**src/rtl/dice_roll_if.sv**
```systemverilog
// Handshake bundle between the roll controller and its neighbours: raw button in,
// settled face value and status out.
interface dice_roll_if;
   logic       btn;
   logic [2:0] value;
   logic       valid;
   logic       rolling;
   logic       roll_done;

   modport master (
      output btn,
      input  value,
      input  valid,
      input  rolling,
      input  roll_done
   );

   modport slave (
      input  btn,
      output value,
      output valid,
      output rolling,
      output roll_done
   );
endinterface

```
**src/rtl/dice_roll_ctrl.sv**
```systemverilog
// Dice roll controller: button synchroniser/debouncer and roll FSM producing a face 1..6.
// Define SLOW_SETTLE_EN to add the decelerating SETTLING phase after release.
module dice_roll_ctrl #(
   parameter int DEBOUNCE_CYCLES = 1000,
   parameter int ROLL_TICK       = 250,
   parameter int SETTLE_STEPS    = 4
) (
   input  logic       clk,
   input  logic       rst,
   dice_roll_if.slave bus
);

   localparam int TICK_MAX = ROLL_TICK << SETTLE_STEPS;
   localparam int TICK_W   = $clog2(TICK_MAX + 1);
   localparam int DB_W     = $clog2(DEBOUNCE_CYCLES + 1);

   typedef enum logic [1:0] {
      IDLE     = 2'd0,
      ROLLING  = 2'd1,
`ifdef SLOW_SETTLE_EN
      SETTLING = 2'd3,
`endif
      SHOW     = 2'd2
   } state_e;

   state_e              state_q, state_d;
   logic                sync0_q, sync0_d;
   logic                sync1_q, sync1_d;
   logic                btn_db_q, btn_db_d;
   logic                btn_db_prev_q, btn_db_prev_d;
   logic [DB_W-1:0]     db_cnt_q, db_cnt_d;
   logic [TICK_W-1:0]   tick_q, tick_d;
   logic [2:0]          value_q, value_d;
   logic                roll_done_q, roll_done_d;
   logic                press, release_ev, tick_last;

`ifdef SLOW_SETTLE_EN
   localparam int STEP_W = $clog2(SETTLE_STEPS + 1);
   logic [STEP_W-1:0]   step_q, step_d;
   logic [TICK_W-1:0]   settle_last;
   // Each settle step doubles the wait: step k waits ROLL_TICK << k cycles.
   assign settle_last = TICK_W'(ROLL_TICK << (int'(step_q) + 1)) - TICK_W'(1);
`endif

   function automatic logic [2:0] next_face(input logic [2:0] f);
      return (f == 3'd6) ? 3'd1 : f + 3'd1;
   endfunction

   assign press      = btn_db_q & ~btn_db_prev_q;
   assign release_ev = ~btn_db_q & btn_db_prev_q;
   assign tick_last  = (tick_q == TICK_W'(ROLL_TICK - 1));

   always_comb begin
      sync0_d       = bus.btn;
      sync1_d       = sync0_q;
      btn_db_d      = btn_db_q;
      btn_db_prev_d = btn_db_q;
      db_cnt_d      = '0;
      state_d       = state_q;
      tick_d        = tick_q;
      value_d       = value_q;
`ifdef SLOW_SETTLE_EN
      step_d        = step_q;
`endif

      if (sync1_q != btn_db_q) begin
         if (db_cnt_q == DB_W'(DEBOUNCE_CYCLES - 1)) begin
            btn_db_d = sync1_q;
         end else begin
            db_cnt_d = db_cnt_q + DB_W'(1);
         end
      end

      case (state_q)
         IDLE: begin
            if (press) begin
               state_d = ROLLING;
               tick_d  = '0;
            end
         end
         ROLLING: begin
            tick_d = tick_q + TICK_W'(1);
            if (tick_last) begin
               value_d = next_face(value_q);
               tick_d  = '0;
            end
            // A tick landing on the release cycle still advances before freezing.
            if (release_ev) begin
`ifdef SLOW_SETTLE_EN
               state_d = SETTLING;
               tick_d  = '0;
               step_d  = '0;
`else
               state_d = SHOW;
`endif
            end
         end
`ifdef SLOW_SETTLE_EN
         SETTLING: begin
            if (press) begin
               state_d = ROLLING;
               tick_d  = '0;
               step_d  = '0;
            end else begin
               tick_d = tick_q + TICK_W'(1);
               if (tick_q == settle_last) begin
                  value_d = next_face(value_q);
                  tick_d  = '0;
                  step_d  = step_q + STEP_W'(1);
                  if (step_q == STEP_W'(SETTLE_STEPS - 1)) begin
                     state_d = SHOW;
                  end
               end
            end
         end
`endif
         SHOW: begin
            if (press) begin
               state_d = ROLLING;
               tick_d  = '0;
            end
         end
         default: begin
            state_d = IDLE;
         end
      endcase

      roll_done_d = (state_d == SHOW) && (state_q != SHOW);
   end

   always_ff @(posedge clk) begin
      if (rst) begin
         state_q       <= IDLE;
         sync0_q       <= 1'b0;
         sync1_q       <= 1'b0;
         btn_db_q      <= 1'b0;
         btn_db_prev_q <= 1'b0;
         db_cnt_q      <= '0;
         tick_q        <= '0;
         value_q       <= 3'd1;
         roll_done_q   <= 1'b0;
`ifdef SLOW_SETTLE_EN
         step_q        <= '0;
`endif
      end else begin
         state_q       <= state_d;
         sync0_q       <= sync0_d;
         sync1_q       <= sync1_d;
         btn_db_q      <= btn_db_d;
         btn_db_prev_q <= btn_db_prev_d;
         db_cnt_q      <= db_cnt_d;
         tick_q        <= tick_d;
         value_q       <= value_d;
         roll_done_q   <= roll_done_d;
`ifdef SLOW_SETTLE_EN
         step_q        <= step_d;
`endif
      end
   end

   assign bus.value     = value_q;
   assign bus.valid     = (state_q == SHOW);
`ifdef SLOW_SETTLE_EN
   assign bus.rolling   = (state_q == ROLLING) || (state_q == SETTLING);
`else
   assign bus.rolling   = (state_q == ROLLING);
`endif
   assign bus.roll_done = roll_done_q;

endmodule

```
**src/flat_wrapper.sv**
```systemverilog
// flat-port wrapper written by rule: the top's interface ports become plain ports
module dice_roll_ctrl_flat 
#(
   parameter int DEBOUNCE_CYCLES = 1000,
   parameter int ROLL_TICK       = 250,
   parameter int SETTLE_STEPS    = 4
)
  (clk, rst, bus_btn, bus_value, bus_valid, bus_rolling, bus_roll_done);
  dice_roll_if bus_i ();
  input  logic clk;
  input  logic rst;
  input wire logic [$bits(bus_i.btn)-1:0] bus_btn;
  output wire logic [$bits(bus_i.value)-1:0] bus_value;
  output wire logic [$bits(bus_i.valid)-1:0] bus_valid;
  output wire logic [$bits(bus_i.rolling)-1:0] bus_rolling;
  output wire logic [$bits(bus_i.roll_done)-1:0] bus_roll_done;
  assign bus_i.btn = bus_btn;
  assign bus_value = bus_i.value;
  assign bus_valid = bus_i.valid;
  assign bus_rolling = bus_i.rolling;
  assign bus_roll_done = bus_i.roll_done;
  dice_roll_ctrl #(.DEBOUNCE_CYCLES(DEBOUNCE_CYCLES), .ROLL_TICK(ROLL_TICK), .SETTLE_STEPS(SETTLE_STEPS)) u_core (.clk(clk), .rst(rst), .bus(bus_i));
endmodule
```
**config.mk**
```make
export PLATFORM = sky130hd
export DESIGN_NAME = dice_roll_ctrl_flat
export DESIGN_NICKNAME = d
export VERILOG_FILES = /design/src/rtl/dice_roll_if.sv /design/src/rtl/dice_roll_ctrl.sv /design/src/flat_wrapper.sv
export SDC_FILE = /design/constraint.sdc
export NUM_CORES = 1
export LEC_CHECK = 0
export CAP_MARGIN = 20
export CORE_UTILIZATION = 55
export DETAILED_ROUTE_END_ITERATION = 16
export PLACE_DENSITY = 0.87
export SKIP_LAST_GASP = 1
export SYNTH_ARGS = -nofsm -noshare
export SYNTH_HDL_FRONTEND = slang
export SYNTH_SLANG_ARGS = --single-unit
```
**constraint.sdc**
```tcl
create_clock -name clk -period 4.8 [get_ports clk]
set_input_delay 0.96 -clock clk [delete_from_list [all_inputs] [get_ports clk]]
set_output_delay 0.96 -clock clk [all_outputs]
set_load 0.05 [all_outputs]
```
# Word-level counts from Yosys, hierarchy flattened
# Cells that the tools add are included.
# totals
ff_bits	32
output_inout_bits	6
word_cells	41
in_bits	3
# op_classes
mux	7
bitwise	5
n_reduce_logical	8
eq_ne	9
addsub	3
# op_table
op	count
12-bit 2-to-1 mux	2
12-bit one-hot mux with 2 select lines	1
12-bit by 1-bit adder with 12-bit output (second input constant)	1
12-bit by 8-bit == test with 1-bit output (second input constant)	1
10-bit by 1-bit adder with 10-bit output (second input constant)	1
10-bit == test (second input constant)	1
2-bit AND reduction	3
2-bit == test (second input constant)	2
2-bit 2-to-1 mux	2
2-bit one-hot mux with 2 select lines	1
3-bit by 1-bit adder with 3-bit output (second input constant)	1
3-bit == test (second input constant)	1
3-bit 2-to-1 mux	1
1-bit NOT	3
3-bit OR reduction	1
1-bit bitwise AND	2
2-bit by 1-bit == test with 1-bit output (second input constant)	1
2-bit zero test	1
2-bit by 1-bit inequality test with 1-bit output (second input constant)	1
2-bit inequality test (second input constant)	1
2-bit nonzero test	1
2-bit OR reduction	1
1-bit logical AND	1
1-bit inequality test	1

# Longest topological paths before layout
# Gate-level depths: netlist (run 1).
# depth
word_depth	6
ltp_mapped	7
mapped_depth_nobuf	6

# Least setup slack after synthesis (run 1)
# No wires, ideal clock.
# synth_timing
path_type	input-to-reg
startpoint	in rst
endpoint	reg u_core.tick_q[10]
path_slack_ps	2694
path_buffers	1
t_arrival_ps	2044
stages	4
setup_ps	62
t_required_ps	4738
cell_sequence	buf_2 or3b_1 or4_1 nand3_1
# synth_lines
element	line_no	rtl
start, declared	flat_wrapper.sv:11	input logic rst;
end signal, assigned	dice_roll_ctrl.sv:152	tick_q <= tick_d;
end, declared	dice_roll_ctrl.sv:32	logic [TICK_W-1:0] tick_q, tick_d;

==> flow_metrics.py, run 1 <==
metrics = {
    "pwr": {
        "vdd_drop_max_mv": 0.293,
        "power.density_nw_per_um2": 289,
        "power_uw": 482,
        "p_leak_nw": 0.609,
    },
    "sta": {
        "maxSlewViolCount": 0,
        "finClkSkew_ps": 10.6,
        "fin_ws_ps": 1890,
        "min_period_ps": 2910,
        "finalHoldViolCount": 0,
        "worst_pin_slew_ps": 839,
        "finalSetupViolCount": 0,
        "min_period_over_period": 0.606,
        "rsz0062_at_grt": "false",
        "clock.fmax_ghz": 0.344,
        "max_slew_margin": 0.438,
        "setup_tns_ps": 0,
    },
    "final_layout": {
        "filler_cell_count": 195,
        "finalNonFillerCells": 207,
        "antenna_cells": 0,
        "drive_gt1_frac": 0.102,
        "nets": 182,
        "syn_to_final_growth_pct": 10.8,
        "fin_area_sq_um": 1670,
    },
    "synth": {
        "syn_area_sq_um": 1510,
        "netlist_top_cells_area": "dfxtp_1 (43%), nor2_1 (5.5%), xnor2_1 (5.2%)",
        "ys_seq_elements": 32,
        "synthCells": 167,
        "ys.warnings.count": 0,
        "synth_edf_count": 0,
        "synth_cell_types": 47,
        "syn_avg_cell_area_sq_um": 9.01,
        "yosys_most_used_dff": "dfxtp_1",
        "netlist.top_cell.by_area": "dfxtp_1",
        "synth.top_cell.area_share": 0.426,
        "synth_async_sr_flop_share": 0,
        "synth_nets": 173,
        "ys_seq_area_frac": 0.426,
    },
    "route": {
        "vias": 1214,
        "drtPass1Iterations": 4,
        "viasPerCell": 5.86,
        "drc_errors": 0,
        "ant_nets": 0,
        "wl_microns": 2840,
        "avgRoutedWirePerCell_microns": 13.7,
        "drt_iter0_drc": 31,
    },
    "worst_setup_path": {
        "path_class": "in2reg",
        "cp-start-kind": "input port",
        "reg2reg_slack_ps": 2810,
        "critPathRequiredTime_ps": 5100,
        "cp-end-kind": "flop",
        "cp_max_fo": 17,
        "arrival_ps": 3200,
    },
    "die": {
        "die_x_microns": 54.3,
        "initial_utilization": 0.597,
        "die_area_sq_um": 2950,
        "coreArea_sq_um": 2520,
        "ios": 9,
        "die_h_microns": 54.3,
        "rows": 18,
    },
    "placed_design": {
        "gp_congestion": 0.854,
        "pre_cts_ws_ps": 1520,
        "dp.final_hpwl_microns": 2080,
        "dpl.cell_count": 199,
        "io_buffers": 8,
        "dpl_cell_area_sq_um": 1590,
    },
    "global_route": {
        "grt_pass1_vias": 1102,
        "antenna_found_initial": 0,
        "grt_max_degree": 18,
        "grt_pass1_wl_microns": 4720,
        "overflow": 0,
        "grt_usage": 0.226,
    },
    "clock_network": {
        "cts_tree": "done",
        "post_cts_buffers": 0,
        "clockBufferDepth": 2,
        "clk_pin_slew_ps": 110,
        "htree_levels": 2,
        "numCtsBuffers": 5,
        "clk_latency_ps": 340,
        "hold_buffers": 0,
        "cts_root_buffer": "clkbuf_4",
        "cts_sinks": 32,
        "cts-resized-gates": 0,
    },
    "job": {
        "drv_cap": 0,
    },
    "hold_path": {
        "hold_class": "reg2reg",
    },
    "run_status": {
        "status": "completed",
    },
}
[worst max-delay path, stage by stage]
cell and delay (ps):
clkdlybuf4s50_1 680, or3b_1 540, a31oi_1 660, and3_1 270
a221o_1 100
[through the flow]
| stage | hold WS [ps] | util |
|---|---|---|
| 6_report | 451 | 0.661 |
| 5_1_grt | 482 | 0.661 |
| 4_1_cts | 459 | 0.661 |
| 3_5_place_dp | 452 | 0.629 |
| 3_3_place_gp | 436 | 0.629 |
| 2_1_floorplan | 414 | - |
[metal layers]
metal,GRT usage,wire (microns)
met1,0.272,1250
met2,0.368,1430
met3,0.0667,118
met4,0.107,51
met5,0,0
[placed cells by master, fill, tap and decap left out, types with 4 or more instances in the layout]
master,count
nand3_1,13
nand4_1,4
xnor2_1,9
dfxtp_1,32
nor2_1,22
and3_1,8
a21oi_1,6
nand2_1,9
clkdlybuf4s50_1,8
nor3_1,5
nor2b_1,5
clkbuf_4,5
inv_1,4
[flip-flops by register name (all words and copies together) (netlist names)]
name                  flops
u_core.tick_q            12
u_core.bus.value          3
u_core.state_q            2
u_core.bus.roll_done      1
u_core.btn_db_prev_d      1
u_core.sync0_q            1
u_core.db_cnt_q          10
u_core.sync1_q            1
u_core.btn_db_prev_q      1
[synth_stat cells, drive strengths merged (2+ instances only)]
master   n
a22oi    2
or4      3
mux2i    2
nand4    5
buf      3
nor2    23
inv      5
dfxtp   32
clkbuf   3
a21oi    6
and3    10
or3b     2
nand2b   2
nand3   13
nor2b    5
nand2    9
ha       3
nor3b    3
nor3     7
xor2     3
xnor2    9
o21ai    3
[cell families (layout without fill, tap and decap cells)]
logic type / after synthesis / count (layout) / synth area share
simple gates: 87 / 87 / 0.340
fa+ha+maj: 3 / 3 / 0.0249
xor+xnor: 12 / 12 / 0.0698
flops: 32 / 32 / 0.426
buf+inv: 11 / 21 / 0.0357
compound gates: 20 / 20 / 0.0906
mux: 2 / 2 / 0.0133
[power breakdown]
group | leakage (nW) | switching (mW) | internal (mW) | total (mW)
Sequential | 0.258 | 0.000583 | 0.266 | 0.267
Combinational | 0.310 | 0.00468 | 0.00319 | 0.00787
Clock | 0.0412 | 0.0988 | 0.109 | 0.207
Total | 0.609 | 0.104 | 0.378 | 0.482
[worst paths after layout]
path | startpoint | to | cells past startpoint
hold reg to reg | u_core.sync0_q | u_core.sync1_q | 1
setup / recovery | rst | u_core.tick_q[6] | 5
setup reg to reg | u_core.tick_q[1] | u_core.tick_q[6] | 6
hold / removal | u_core.sync0_q | u_core.sync1_q | 1
[cell type report]
class / count / area (sq um) / share of cell area
Multi-Input combinational cell: 124 / 811 / 0.486
Sequential cell: 32 / 641 / 0.384
Timing Repair Buffer: 8 / 80.1 / 0.0480
Clock inverter: 3 / 42.5 / 0.0255
Clock buffer: 5 / 37.5 / 0.0225
Tap cell: 30 / 37.5 / 0.0225
Inverter: 5 / 18.8 / 0.0113
Power figures use the tool's default switching activity.
==> run 2, diff against run 1 <==
==> constraint.sdc (replaced) <==
create_clock -name clk -period 3 [get_ports clk]
set_input_delay 0.6 -clock clk [delete_from_list [all_inputs] [get_ports clk]]
set_output_delay 0.6 -clock clk [all_outputs]
set_load 0.05 [all_outputs]
==> run 2 against run 1 <==
Clock skew rose by 3.8 ps. Clock power rose by 52%. Sequential share of layout area shrank 0.26 points. Flip-flop and latch count is the same. Worst setup slack got worse by 1400 ps. Cell count grew 0.97%. Utilization increased by 0.45 points. Global-route usage grew 1.2 points. Critical path type is now reg2out. Critical endpoint is now bus_rolling. Largest cell class unchanged.
==> flow_metrics.py, run 2 (synthesis gave the netlist of run 1 again) <==
metrics = {
    "run_status": {
        "status": "completed",
    },
    "pwr": {
        "power.density_nw_per_um2": 450,
        "p_leak_nw": 0.620,
        "power_uw": 755,
        "vdd_drop_max_mv": 0.475,
    },
    "die": {
        "ios": 9,
        "rows": 18,
        "die_x_microns": 54.3,
        "die_area_sq_um": 2950,
        "initial_utilization": 0.597,
        "coreArea_sq_um": 2520,
        "die_h_microns": 54.3,
    },
    "sta": {
        "finalSetupViolCount": 0,
        "min_period_ps": 2520,
        "maxSlewViolCount": 0,
        "min_period_over_period": 0.841,
        "worst_pin_slew_ps": 524,
        "finClkSkew_ps": 14.4,
        "fin_ws_ps": 478,
        "setup_tns_ps": 0,
        "clock.fmax_ghz": 0.396,
        "max_slew_margin": 0.649,
        "finalHoldViolCount": 0,
        "holdWs_ps": 456,
        "rsz0062_at_grt": "false",
    },
    "clock_network": {
        "post_cts_buffers": 0,
        "clk_pin_slew_ps": 90,
        "hold_buffers": 0,
        "htree_levels": 2,
        "clockBufferDepth": 2,
        "cts_root_buffer": "clkbuf_4",
        "cts_sinks": 32,
        "cts_tree": "done",
        "clk_latency_ps": 340,
        "numCtsBuffers": 5,
        "cts-resized-gates": 0,
    },
    "global_route": {
        "grt_usage": 0.238,
        "overflow": 0,
        "antenna_found_initial": 0,
        "grt_max_degree": 17,
        "grt_pass1_wl_microns": 4890,
        "grt_pass1_vias": 1192,
    },
    "final_layout": {
        "finalNonFillerCells": 209,
        "top_register": "u_core.tick_q",
        "final_cell_mix": "dfxtp_1 (32), nor2_1 (22), nand3_1 (13)",
        "largest_reg_flops": 12,
        "final_common_cell": "dfxtp_1",
        "fin_area_sq_um": 1680,
        "nets": 184,
        "syn_to_final_growth_pct": 11.6,
        "antenna_cells": 0,
        "final_util": 0.666,
        "drive_gt1_frac": 0.106,
    },
    "route": {
        "avgRoutedWirePerCell_microns": 14.0,
        "vias": 1257,
        "drc_errors": 0,
        "ant_nets": 0,
        "drt_iter0_drc": 36,
        "viasPerCell": 6.01,
        "wl_microns": 2930,
        "drtPass1Iterations": 4,
    },
    "worst_setup_path": {
        "r2r-start": "u_core.tick_q[1]",
        "startpoint": "u_core.state_q[0]",
        "path_class": "reg2out",
        "cp-start-kind": "flop",
        "arrival_ps": 1920,
        "crit_slowest_cell": "clkdlybuf4s50_1",
        "cp_max_fo": 8,
        "cp_cell_sequence": "nand2b_2 > inv_2 > clkdlybuf4s50_1",
        "critPathRequiredTime_ps": 2400,
        "cpPeakStageDelay_ps": 850,
        "cp-end-kind": "output pin",
    },
    "placed_design": {
        "dpl.cell_count": 201,
        "io_buffers": 8,
        "dp.final_hpwl_microns": 2130,
        "dpl_cell_area_sq_um": 1600,
        "gp_congestion": 0.904,
        "pre_cts_ws_ps": 863,
    },
    "hold_path": {
        "hold_class": "reg2reg",
        "hp-start": "u_core.sync0_q",
    },
    "job": {
        "drv_cap": 0,
    },
}
==> run 2: metal layers <==
metal,track usage,up-vias,share of wire
met1,0.250,578,0.41
met2,0.402,50,0.48
met3,0.0917,13,0.063
met5,0,-,0
li1,-,616,-
met4,0.141,0,0.039
==> run 2: worst paths after layout <==
kind                  endpoint  slack, ps  depth (start not counted)
max                bus_rolling        480                          3
min             u_core.sync1_q        460                          1
max reg2reg  u_core.tick_q[10]       1260                          6
min reg2reg     u_core.sync1_q        460                          1
==> run 2: cell type report <==
| cell class | count | area, sq um |
|---|---|---|
| Multi-Input combinational cell | 124 | 811 |
| Fill cell | 190 | 843 |
| Clock inverter | 2 | 35.0 |
| Tap cell | 30 | 37.5 |
| Inverter | 5 | 18.8 |
| Timing Repair Buffer | 10 | 95.1 |
| Clock buffer | 6 | 41.3 |
| Sequential cell | 32 | 641 |
==> run 2: worst max-delay path, delay by kind of cell, from the launching register on <==
family	cells	cell delay, ps
DFF	1	440
and+or+nand+nor	1	130
buffers and inverters	2	1010
==> run 2: power by group <==
part           internal [mW]  total (mW)  switching [mW]
logic                0.00595      0.0137         0.00771
registers              0.426       0.427        0.000946
clock network          0.175       0.315           0.140
total                  0.607       0.755           0.149
==> run 3, diff against run 2 <==
--- a/config.mk
+++ b/config.mk
@@ -6,9 +6,9 @@
 export NUM_CORES = 1
 export LEC_CHECK = 0
 export CAP_MARGIN = 20
-export CORE_UTILIZATION = 55
+export CORE_UTILIZATION = 52
 export DETAILED_ROUTE_END_ITERATION = 16
-export PLACE_DENSITY = 0.87
+export PLACE_DENSITY = 0.86
 export SKIP_LAST_GASP = 1
 export SYNTH_ARGS = -nofsm -noshare
 export SYNTH_HDL_FRONTEND = slang
==> constraint.sdc (replaced) <==
create_clock -name clk -period 2.1 [get_ports clk]
set_input_delay 0.42 -clock clk [delete_from_list [all_inputs] [get_ports clk]]
set_output_delay 0.42 -clock clk [all_outputs]
set_load 0.05 [all_outputs]
==> run 3 against run 2 <==
Non-clock buffer count grew 1. Clock power grew 65%. Count of clock-buffer cells in the layout is 1 higher. Global-route usage shrank 2.6 points. Critical path type unchanged.
==> flow_metrics.py, run 3 (synthesis gave the netlist of run 1 again) <==
metrics = {
    "pwr": {
        "power_frac_seq": 0.531,
        "power.switching_uw": 216,
        "p_leak_nw": 0.639,
        "p_int_uw": 933,
        "p_clk_frac": 0.452,
        "power_mw": 1.15,
        "power.density_nw_per_um2": 675,
        "vdd_drop_max_mv": 0.688,
        "swShare": 0.188,
        "p_comb_frac": 0.017,
    },
    "die": {
        "die_area_sq_um": 3110,
        "die_x_microns": 55.8,
        "coreArea_sq_um": 2760,
        "initial_utilization": 0.546,
        "die_h_microns": 55.8,
        "rows": 19,
        "ios": 9,
    },
    "placed_design": {
        "io_buffers": 8,
        "gp_congestion": 0.860,
        "dp.final_hpwl_microns": 2090,
    },
    "worst_setup_path": {
        "cpPeakStageDelay_ps": 840,
        "cp_max_fo": 5,
        "path_class": "reg2out",
        "crit_family": "buffers and inverters",
        "r2r_cells": 6,
        "reg2reg_to": "u_core.tick_q[10]",
        "arrival_ps": 1600,
        "critPathBufInv": 1,
        "path_depth": 1,
        "r2r-start": "u_core.tick_q[1]",
        "critPathRequiredTime_ps": 1680,
        "cp-start-kind": "flop",
        "crit_slowest_cell": "clkdlybuf4s50_1",
        "cp_cell_sequence": "clkdlybuf4s50_1",
        "reg2reg_slack_ps": 400,
        "cp-end-kind": "output pin",
    },
    "global_route": {
        "antenna_found_initial": 0,
        "grt_max_degree": 17,
        "grt_usage": 0.212,
        "grt_pass1_wl_microns": 5130,
        "overflow": 0,
        "grt_pass1_vias": 1184,
    },
    "sta": {
        "finalHoldViolCount": 0,
        "maxSlewViolCount": 0,
        "finalSetupViolCount": 0,
        "rsz0062_at_grt": "false",
        "min_period_over_period": 0.962,
        "min_period_ps": 2020,
        "clock.fmax_ghz": 0.495,
        "finClkSkew_ps": 7.08,
        "max_slew_margin": 0.629,
        "worst_pin_slew_ps": 554,
        "setup_tns_ps": 0,
    },
    "route": {
        "vias": 1257,
        "drtPass1Iterations": 4,
        "drt_iter0_drc": 34,
        "ant_nets": 0,
        "wl_microns": 2940,
        "viasPerCell": 5.96,
        "avgRoutedWirePerCell_microns": 13.9,
        "drc_errors": 0,
    },
    "job": {
        "drv_cap": 0,
    },
    "final_layout": {
        "final_util": 0.617,
        "syn_to_final_growth_pct": 13.1,
        "nets": 185,
        "final_common_cell": "dfxtp_1",
        "filler_cell_count": 229,
        "top_register": "u_core.tick_q",
        "final_cell_mix": "dfxtp_1 (32), nor2_1 (22), nand3_1 (13)",
        "drive_gt1_frac": 0.128,
        "antenna_cells": 0,
        "largest_reg_flops": 12,
    },
    "clock_network": {
        "cts_sinks": 32,
        "clk_pin_slew_ps": 100,
        "cts_root_buffer": "clkbuf_4",
        "clk_latency_ps": 330,
        "numCtsBuffers": 5,
        "clockBufferDepth": 2,
        "cts-resized-gates": 0,
        "hold_buffers": 0,
        "post_cts_buffers": 0,
        "htree_levels": 2,
        "cts_tree": "done",
    },
    "run_status": {
        "status": "completed",
    },
    "hold_path": {
        "hold_class": "reg2reg",
        "hp-start": "u_core.db_cnt_q[0]",
        "hold_path_depth": 1,
        "min_to": "u_core.db_cnt_q[0]",
    },
}
## run 3: area by class of cell
class                   count  area [sq um]  area share
clock buffers               7          65.1      0.0382
clock inverters             1          30.0      0.0176
inverters                   5          18.8      0.0110
multi-input cells         124           811       0.476
flip-flops and latches     32           641       0.376
well taps                  31          38.8      0.0228
repair buffers             11          97.6      0.0574
## run 3: routing by layer
| layer | vias up | global-route usage | part of all wire |
|---|---|---|---|
| met3 | 8 | 0.0744 | 0.047 |
| met1 | 596 | 0.243 | 0.44 |
| met2 | 34 | 0.349 | 0.49 |
| met4 | 0 | 0.111 | 0.021 |
| met5 | - | 0 | 0 |
| li1 | 619 | - | - |
## run 3: stage by stage
| step | setup slack (ps) | instance area, sq um | hold WS [ps] | cells |
|---|---|---|---|---|
| 2_1_floorplan | 531 | 1510 | 414 | 167 |
| 3_3_place_gp | 159 | 1610 | 421 | 203 |
| 3_5_place_dp | 69.6 | 1610 | 445 | 203 |
| 4_1_cts | 78.6 | 1700 | 467 | 211 |
| 5_1_grt | 44.6 | 1700 | 488 | 211 |
| 6_report | 79.9 | 1700 | 464 | 211 |
## run 3: worst max-delay path by stage
stage                                   start                end  slack (ps)
after floorplan              u_core.tick_q[1]  u_core.tick_q[10]         530
after global placement                    rst   u_core.tick_q[7]         160
after detailed placement                  rst   u_core.tick_q[7]          70
after CTS                 u_core.bus.value[0]       bus_value[0]          80
after global routing      u_core.bus.value[0]       bus_value[0]          40
final                     u_core.bus.value[0]       bus_value[0]          80
## run 3: power groups by stage
stage | Clock [mW] | Sequential, mW | Combinational [mW]
finish | 0.519 | 0.610 | 0.0198
global route | 0.552 | 0.611 | 0.0219
CTS | 0.528 | 0.610 | 0.0199
detailed placement | 0 | 0.624 | 0.0197
global placement | 0 | 0.624 | 0.0189
floorplan | 0 | 0.624 | 0.0128
==> patch (settings of run 2) <==
Build with the macro `SLOW_SETTLE_EN` defined.
--- a/src/rtl/dice_roll_ctrl.sv
+++ b/src/rtl/dice_roll_ctrl.sv
@@ -2,2 +2,4 @@
 // Define SLOW_SETTLE_EN to add the decelerating SETTLING phase after release.
+`define SLOW_SETTLE_EN
+
 module dice_roll_ctrl #(
Behaviour: same outputs for any inputs over 10 cycles, from zero or initial values and one cycle with rst high; that may be too few to reach the edited logic, so the function may still have changed.
==> patch against run 2 <==
- wire length up 63%
- power up 19%
- synthesized cell count up 55%
- largest power group unchanged
- first-iteration DRC count rose to 2.9 times the old value
- maximum frequency down 15%
- sequential cell count up 3
- synthesized area up 46%
- sequential share of layout area down 11 points
- worst setup slack worse by 0.46 ns
- design area up 57%
- clock power up 34%
- sequential power up 8.9%
==> patch: results (changes against run 2) <==
Reg clk slew, reported paths=approximately 0.08 ns; Synth cell types=57 (+21%); final layout net count=290 (+58%); Regs by FF count=u_core.tick_q (12), u_core.db_cnt_q (10); yosys warns=0 (unchanged); vias in the first global route=1749 (+47%); largest net degree at the start of global routing=23 (+6); global-route met3 utilization=5.90% (-3.3 points); Area contributors post-synth=dfxtp_1, xor2_1, ha_1, xnor2_1, nor2_1; slew margin rel.=66.2% (+1.4 points); clk buf depth=2 (unchanged); register area share after synthesis=31.9% (-11 points); CTS Root Buffer Type=clkbuf_8; placed instance area=0.00244 mm^2 (+52%); wire per inst=14.7 um (+4.8%); crit path max fanout=6 (-2); top cells by count, synth=dfxtp_1, nor2_1, xor2_1; met1 Use GR=31.1% (+6.2 points); RePlAce Congestion=0.897 (-0.70%); Top FF cell, synth=dfxtp_1; met2 Use GR=39.4% (-0.81 points); drt via density=5.80 (-3.5%); asr flop ratio synth=0% (unchanged); status=finished, final reports clean; Worst IR Drop VDD=0.313 mV (-34%); global-route wire length before repair=7960 um (+63%); dpl hpwl=3230 um (+52%); drt pass-1 iters=4 (unchanged); fillers=283 (+49%); n_diodes=0 (unchanged); P_leak=0.928 nW (+50%); WP data arrival=3.16 ns (+1.24 ns); Worst-Skew Late Latency=0.29 ns (-0.05 ns); GRT Overall Usage=24.4% (+0.60 points); 1st-iter DRT viols=105 (+190%); Worst Skew=0.00715 ns (-0.00723 ns); fraction of layout cells with a size suffix above 1=19.4% (+8.8 points); Syn Nets=272 (+57%)
[patch: what timing repair did]
item / 4_1_cts / 5_1_grt
buffers inserted: 2 / 2
pin swaps: 1 / 6
endpoints found under the hold margin: 0 / 0
resized for setup: 2 / 9
hold buffers: 0 / 0
setup endpoints to repair: 13 / 19
[patch: stage by stage]
stage / worst slack (ns) / TNS (ns) / power [W] / instances
after floorplan: 0.0153 / 0 / 0.000486 / 259
after global placement: 0.0546 / 0 / 0.000491 / 314
after detailed placement: -0.0251 / -0.179 / 0.000492 / 314
after CTS: 0.0162 / 0 / 0.000906 / 324
after global routing: -0.0798 / -0.393 / 0.000928 / 326
final: 0.0156 / 0 / 0.000902 / 326
[patch: cells by family (layout without fill, tap and decap cells)]
kind of cell    count (synthesis)  in the layout  synth area share [%]
flops                          35             35                  31.9
simple gates                  113            113                  28.6
fa+ha+maj                      10             10                  5.69
buf+inv                        25             44                  5.18
compound gates                 42             42                  14.7
xor+xnor                       27             27                  10.8
mux                             7              7                  3.30
[patch: power breakdown]
group | total [W] | internal (W) | leakage [nW] | switching, W
Combinational | 0.0000142 | 0.00000579 | 0.585 | 0.00000842
Clock | 0.000423 | 0.000247 | 0.0581 | 0.000176
Sequential | 0.000465 | 0.000464 | 0.284 | 0.000000728
Total | 0.000902 | 0.000717 | 0.928 | 0.000185
[patch: path summary, 6_finish.rpt]
path | from | to | slack (ns) | depth (start not counted)
setup / recovery | u_core.step_q[1] | u_core.step_q[2] | 0.02 | 11
hold / removal | u_core.sync0_q | u_core.sync1_q | 0.44 | 1
setup reg to reg | u_core.step_q[1] | u_core.step_q[2] | 0.02 | 11
hold reg to reg | u_core.sync0_q | u_core.sync1_q | 0.44 | 1
[patch: area by class of cell]
cell class	count	area (um^2)	area share, %
clock buffer	5	68.8	2.61
inverter	12	57.6	2.18
timing repair buffer	24	204	7.74
multi-input combinational	199	1490	56.6
sequential	35	709	26.9
clock inverter	3	43.8	1.66
tap	48	60.1	2.28
[patch: critical path, cell delays in order (launching register included)]
cell,delay [ns]
dfxtp_4,0.37
ha_4,0.18
ha_4,0.22
nor2b_4,0.13
a2111oi_4,0.36
o21ai_2,0.13
xnor2_2,0.16
or3b_4,0.41
a2111oi_4,0.31
buf_6,0.18
a31oi_4,0.11
mux2_1,0.33
[patch: per-layer routing]
layer | vias to the layer above | wire [um]
li1 | 946 | -
met1 | 876 | 2180
met2 | 55 | 2280
met3 | 15 | 179
met4 | 0 | 146
met5 | - | 0
